[src/rtl/matrix_mult_sequencer.sv]
// Control sequencer for C = A * B with B stored transposed: walks every (row, col)
// pair, tracks each issue through read and dot-product latency, and strobes row writes.
module matrix_mult_sequencer #(
  parameter int BATCH_SIZE          = 8,
  parameter int LOG_BATCH_SIZE      = 3,
  parameter int OUTPUT_FEATURES     = 8,
  parameter int LOG_OUTPUT_FEATURES = 3,
  parameter int RD_LATENCY          = 1,
  parameter int DP_LATENCY          = 2
) (
  input  logic                           clk,
  input  logic                           rst,
  input  logic                           start,
  input  logic                           hold,
  output logic                           busy,
  output logic                           done,
  output logic                           rdEn,
  output logic [LOG_BATCH_SIZE-1:0]      inputAddr,
  output logic [LOG_OUTPUT_FEATURES-1:0] weightAddr,
  output logic                           dpEn,
  output logic                           colWrEn,
  output logic [LOG_OUTPUT_FEATURES-1:0] colSel,
  output logic [LOG_BATCH_SIZE-1:0]      outputAddr,
  output logic                           outputWrEn
);

  localparam int PIPE_DEPTH = RD_LATENCY + DP_LATENCY;
  localparam logic [LOG_BATCH_SIZE-1:0]      LAST_ROW = LOG_BATCH_SIZE'(BATCH_SIZE - 1);
  localparam logic [LOG_OUTPUT_FEATURES-1:0] LAST_COL = LOG_OUTPUT_FEATURES'(OUTPUT_FEATURES - 1);

  typedef enum logic [1:0] {
    IDLE,
    ISSUE,
    DRAIN,
    DONE
  } state_e;

  state_e                           state_q, state_d;
  logic [LOG_BATCH_SIZE-1:0]        row_q, row_d;
  logic [LOG_OUTPUT_FEATURES-1:0]   col_q, col_d;
  logic                             wrPend_q, wrPend_d;
  logic [LOG_BATCH_SIZE-1:0]        outAddr_q, outAddr_d;

  // Tag pipeline: entry i holds the issue made i+1 active cycles ago.
  logic [PIPE_DEPTH-1:0]            tagValid_q;
  logic [LOG_BATCH_SIZE-1:0]        tagRow_q [PIPE_DEPTH];
  logic [LOG_OUTPUT_FEATURES-1:0]   tagCol_q [PIPE_DEPTH];

  logic issue;
  logic pipeEmpty;
  logic lastColCapture;

  assign pipeEmpty      = (tagValid_q == '0);
  assign lastColCapture = tagValid_q[PIPE_DEPTH-1] && (tagCol_q[PIPE_DEPTH-1] == LAST_COL);

  always_comb begin
    state_d = state_q;
    row_d   = row_q;
    col_d   = col_q;
    issue   = 1'b0;
    case (state_q)
      IDLE: begin
        if (start && !hold) begin
          state_d = ISSUE;
          row_d   = '0;
          col_d   = '0;
        end
      end
      ISSUE: begin
        if (!hold) begin
          issue = 1'b1;
          if (col_q == LAST_COL) begin
            col_d = '0;
            row_d = row_q + LOG_BATCH_SIZE'(1);
          end else begin
            col_d = col_q + LOG_OUTPUT_FEATURES'(1);
          end
          if (row_q == LAST_ROW && col_q == LAST_COL) begin
            state_d = DRAIN;
          end
        end
      end
      DRAIN: begin
        // The final row write is the only one that can coincide with an empty pipeline.
        if (!hold && pipeEmpty && wrPend_q) begin
          state_d = DONE;
        end
      end
      DONE: begin
        if (!hold) begin
          state_d = IDLE;
        end
      end
      default: state_d = IDLE;
    endcase
  end

  always_comb begin
    wrPend_d  = wrPend_q;
    outAddr_d = outAddr_q;
    if (!hold) begin
      wrPend_d = lastColCapture;
      if (lastColCapture) begin
        outAddr_d = tagRow_q[PIPE_DEPTH-1];
      end
    end
  end

  always_ff @(posedge clk or negedge rst) begin
    if (!rst) begin
      state_q   <= IDLE;
      row_q     <= '0;
      col_q     <= '0;
      wrPend_q  <= 1'b0;
      outAddr_q <= '0;
    end else begin
      state_q   <= state_d;
      row_q     <= row_d;
      col_q     <= col_d;
      wrPend_q  <= wrPend_d;
      outAddr_q <= outAddr_d;
    end
  end

  always_ff @(posedge clk or negedge rst) begin
    if (!rst) begin
      tagValid_q <= '0;
      for (int i = 0; i < PIPE_DEPTH; i++) begin
        tagRow_q[i] <= '0;
        tagCol_q[i] <= '0;
      end
    end else if (!hold) begin
      tagValid_q  <= {tagValid_q[PIPE_DEPTH-2:0], issue};
      tagRow_q[0] <= row_q;
      tagCol_q[0] <= col_q;
      for (int i = 1; i < PIPE_DEPTH; i++) begin
        tagRow_q[i] <= tagRow_q[i-1];
        tagCol_q[i] <= tagCol_q[i-1];
      end
    end
  end

  // Strobes are masked by hold so attached units see nothing while frozen.
  assign busy       = (state_q != IDLE);
  assign done       = (state_q == DONE) && !hold;
  assign rdEn       = issue;
  assign inputAddr  = row_q;
  assign weightAddr = col_q;
  assign dpEn       = tagValid_q[RD_LATENCY-1] && !hold;
  assign colWrEn    = tagValid_q[PIPE_DEPTH-1] && !hold;
  assign colSel     = tagCol_q[PIPE_DEPTH-1];
  assign outputAddr = outAddr_q;
  assign outputWrEn = wrPend_q && !hold;

endmodule

[config.mk]
export PLATFORM = sky130hd
export DESIGN_NAME = matrix_mult_sequencer
export DESIGN_NICKNAME = d
export VERILOG_FILES = /design/src/rtl/matrix_mult_sequencer.sv
export SDC_FILE = /design/constraint.sdc
export NUM_CORES = 1
export LEC_CHECK = 0
export BUFFER_PORTS_ARGS = -buffer_cell sky130_fd_sc_hd__buf_2
export CAP_MARGIN = 20
export CORE_MARGIN = 2
export CORE_UTILIZATION = 35
export DETAILED_ROUTE_END_ITERATION = 10
export PLACE_DENSITY = 0.57
export SLEW_MARGIN = 25
export SYNTH_ARGS = -nofsm -noshare
export SYNTH_HDL_FRONTEND = slang
export SYNTH_SLANG_ARGS = --single-unit
[constraint.sdc]
create_clock -name clk -period 2.6 [get_ports clk]
set_input_delay 0.13 -clock clk [delete_from_list [all_inputs] [get_ports clk]]
set_output_delay 0.13 -clock clk [all_outputs]
set_load 0.005 [all_outputs]
## Word level (Yosys, flattened, before mapping)

Cells that the tools add are included.

| word-level totals | value |
|---|---|
| flip-flop bits (word level) | 33 |
| latch bits | 0 |
| bits in writable memories | 0 |
| bits in read-only memories | 0 |
| bits of input ports | 4 |
| output and inout bits | 18 |
| word-level logic and storage cells | 60 |
| memories kept | 0 |

| operators by class | value |
|---|---|
| add/sub/neg operators | 2 |
| multipliers | 0 |
| div/mod/pow operators | 0 |
| $lt $le $gt $ge | 0 |
| equal/unequal tests | 12 |
| shifts and indexed selects | 0 |
| muxes and demuxes | 15 |
| bitwise gates (word level) | 1 |
| reduce and logical (&&, ||, !) cells | 18 |

Operators by type and width:

| cell | number |
|---|---|
| 3-bit 2-to-1 mux | 5 |
| 2-bit != test, second input constant | 6 |
| 3-bit one-hot mux with 2 select lines | 2 |
| 2-bit 2-to-1 mux | 5 |
| 3-bit == test, second input constant | 3 |
| 1-bit logical AND | 9 |
| 2-bit one-hot mux with 4 select lines | 1 |
| 3-bit by 1-bit adder with 3-bit output, second input constant | 2 |
| 5-bit AND reduction | 1 |
| 2-bit == test, second input constant | 2 |
| 4-bit AND reduction | 1 |
| 2-bit nonzero test | 2 |
| 3-bit logical NOT | 1 |
| 3-bit AND reduction | 1 |
| 2-bit by 1-bit == test with 1-bit output, second input constant | 1 |
| 2-bit logical NOT | 1 |
| 1-bit 2-to-1 mux | 2 |
| 2-bit AND reduction | 1 |
| 1-bit logical NOT | 1 |
| 1-bit inverter | 1 |

## Longest topological paths before layout

| depth | value |
|---|---|
| word-level depth | 5 |
| depth in mapped cells | 7 |
| gate-level depth less buffers | 6 |

## Worst setup path before layout

Ideal clock, no wire load.

| path | value |
|---|---|
| path type | reg2reg |
| start | register col_q[0], in the netlist weightAddr[0] |
| end | register state_q[1] |
| data arrival time | 1.586 ns |
| data required time | 2.480 ns |
| setup slack | 0.895 ns |
| cell stages (with the launch flop) | 7 |
| path buffers | 0 |
| clock period less this slack | 1.705 ns |
| cell sequence | dfrtp_1 > ha_1 > ha_1 > nand3b_1 > a222oi_1 > a21oi_1 > a31o_1 |

| between the ends | value |
|---|---|
| longest elaborated chain between the ends | 4 |

RTL lines:

| element | line | RTL |
|---|---|---|
| start: declaration | 40 | `logic [LOG_OUTPUT_FEATURES-1:0] col_q, col_d;` |
| start signal: assignment | 119 | `col_q <= col_d;` |
| 3-bit == test | 78 | `if (row_q == LAST_ROW && col_q == LAST_COL) begin` |
| 1-bit logical AND | 78 |  |
| 2-bit != test (no source line) | n/a |  |
| 5-bit AND reduction (no source line) | n/a |  |
| end signal: assignment | 117 | `state_q <= state_d;` |
| end: declaration | 38 | `state_e state_q, state_d;` |

No other way between the ends.
A chain may end at the register's enable or synchronous reset.

## Final worst setup path

Ends and elaborated chain as after synthesis.

==> metrics.txt <==
status=finished, final reports clean; synthesized area per cell=12.49 um^2; drt pass-1 iters=4; starting density of the core=36.99%; post-synthesis xor/xnor area fraction=0%; Crit path arrival time=2.04 ns; Worst Path Required=2.77 ns; period utilisation layout=71.98%; Placement Cell Area=0.001639 mm^2; Final ANT Viol Nets=0; Final Max Slew Viols=0; Worst-Margin Slew=0.7226 ns; final setup TNS=0 ns; 1st-iter DRT viols=46; DRC errors left=0; # IOs=22; Post-Synthesis Cells=121; Core ar.=0.004086 mm^2; Mapped Area=0.001511 mm^2; Area Growth Syn to Fin=14.82%; most frequent cells in the layout=33 x dfrtp_1, 21 x mux2_2, 21 x buf_2, 9 x ha_1, 8 x nand2_1; Die H=69.72 um; vias per cell=5.000; routed vias=965; Pleak=0.0008426 uW; clk slew on worst S/H paths=0.06 ns; most common cell after layout, fill and taps aside=dfrtp_1; GPL Wtd Cong=0.8487; YS warnings=0; Post-Synth Simple-Gate Area=8.858%; post-layout net count=156; area share of the largest cell type after synthesis=54.64%; final WL=2.567 mm; htree depth=2; Skew-Pair Late Insertion Delay=0.28 ns; RSZ-0062 raised after global routing=no; Std-Cell Rows=23; pin count of the biggest net entering global routing=36; Final Instance Area=0.001735 mm^2; HP Class=input port to register; Max rail drop VDD=0.0004012 V; detailed placement HPWL=1.827 mm; largest family of logic cells by synthesized area=multiplexers; Final WS setup=0.7285 ns; vias in the first global route=1,006; CP Max Fanout=8; register area share after synthesis=54.64%; PD cells=1151 mW/mm^2; Final setup viols=0; Setup CP Type=register to register; mux cell area share after synthesis=16.31%; complex-gate fraction of the synthesized area=8.609%; post-synth cell types=28; clock tree sinks=33; dpl ws=0.7285 ns; crit start category=register; Tot GR Track Use=11.81%; number of synthesized register bits=33; Root Driver=clkbuf_8; total die area=0.004860 mm^2; cts repair resizes=0; initial antenna violation count=0; Synth area leaders=dfrtp_1 55%, mux2_2 16%, ha_1 7.5%, a22o_1 2.3%, nor2b_1 2.1%; setup slack, reg-to-reg=0.73 ns; Congestion Overflow GR=0; CTS tree=done; Critical Path End Type=register; layout cells sized above 1=34.27%; syn nets=134; Final Skew=0.002343 ns; clk buf depth=2; maxcap violations=0; fmax=534.3 MHz; minimum clock period=1.871 ns; n_diodes=0; WL/cell=13.30 um; final hold violations=0; adder-cell share of the synthesized area=7.450%; Max-slew headroom=51.83%; first-pass GRT wire length=4.533 mm; total CTS buffers=5; input/output buffers=21; Die X-Extent=69.72 um; largest area contributor in the netlist=dfrtp_1
[cell usage after synthesis]
master / number
o21ai_2: 1
nand2_1: 8
nor2_1: 2
a21o_1: 1
nand3_1: 1
a22o_1: 4
ha_1: 9
or2_0: 1
clkbuf_1: 2
o211ai_1: 1
inv_1: 6
o21ai_1: 1
o21ai_0: 3
dfrtp_1: 33
nand4_1: 1
buf_2: 2
a21oi_1: 4
a222oi_1: 1
nand2b_1: 4
mux2i_1: 1
o22ai_1: 2
nor2b_1: 5
buf_4: 3
nor3_1: 1
or4b_1: 1
nand3b_1: 1
a31o_1: 1
mux2_2: 21
[power breakdown]
| part | internal (uW) | switching (uW) | total (uW) | leakage [uW] |
|---|---|---|---|---|
| Combinational | 387 | 320 | 707 | 0.000391 |
| Sequential | 756 | 161 | 917 | 0.000407 |
| Clock | 210 | 165 | 375 | 0.0000443 |
| Total | 1350 | 646 | 2000 | 0.000843 |
[timing repair]
action,4_1_cts,5_1_grt
hold buffers,1,0
endpoints found under the hold margin,33,0
setup buffers,0,0
[metal layers]
layer  vias to the layer above  global-route usage, %  routed length, um
met2                        19                  19.23               1212
li1                        469                      -                  -
met3                         5                  3.634                117
met4                         0                  5.769                 46
met5                         -                      0                  0
met1                       472                  14.21               1190
[final timing paths]
check / startpoint / end / cells after the start
max: weightAddr[0] / state_q[1] / 6
min: start / weightAddr[2] / 3
max reg2reg: weightAddr[0] / state_q[1] / 6
min reg2reg: tagRow_q[7] / tagRow_q[7] / 2
max in group asynchronous: rst / tagCol_q[6] / 2
min in group asynchronous: rst / outputAddr[2] / 2
[worst max-delay path, stage by stage, from the launching register on]
cell and delay [ns]:
dfrtp_1 0.39, ha_1 0.17, ha_1 0.27, nand3b_1 0.11, a222oi_1 0.50, a21oi_1 0.12
a31o_1 0.20
[through the flow]
step	instances	hold WS (ns)	total power [uW]	util, %
2_1_floorplan	121	-0.1656	1420	-
3_3_place_gp	185	0.2294	1605	40.11
3_5_place_dp	185	0.2348	1645	40.11
4_1_cts	193	0.1643	2034	42.47
5_1_grt	193	0.1860	2174	42.47
6_report	193	0.1738	1998	42.47
[logic make-up (layout without fill, tap and decap cells)]
logic type / count (synthesis) / after routing
flip-flops: 33 / 33
AND/OR/NAND/NOR: 25 / 25
multiplexers: 22 / 22
AO/OA/AOI/OAI: 19 / 19
buffers and inverters: 13 / 35
adder cells (fa/ha/maj): 9 / 9
[layout make-up]
type                            count  area [um^2]
Fill cell                         406         2351
Multi-Input combinational cell     75        623.1
Sequential cell                    33        825.8
Tap cell                           50        62.56
Clock buffer                        7        86.33
Inverter                            6        22.52
Timing Repair Buffer               22        115.1
[registers in the layout, indices dropped and copies added, names as in the netlist, 2 cells and up]
signal	flops
weightAddr	3
inputAddr	3
colSel	3
outputAddr	3
tagCol_q	6
tagValid_q	3
tagRow_q	9
state_q	2
Power figures use the tool's default switching activity.
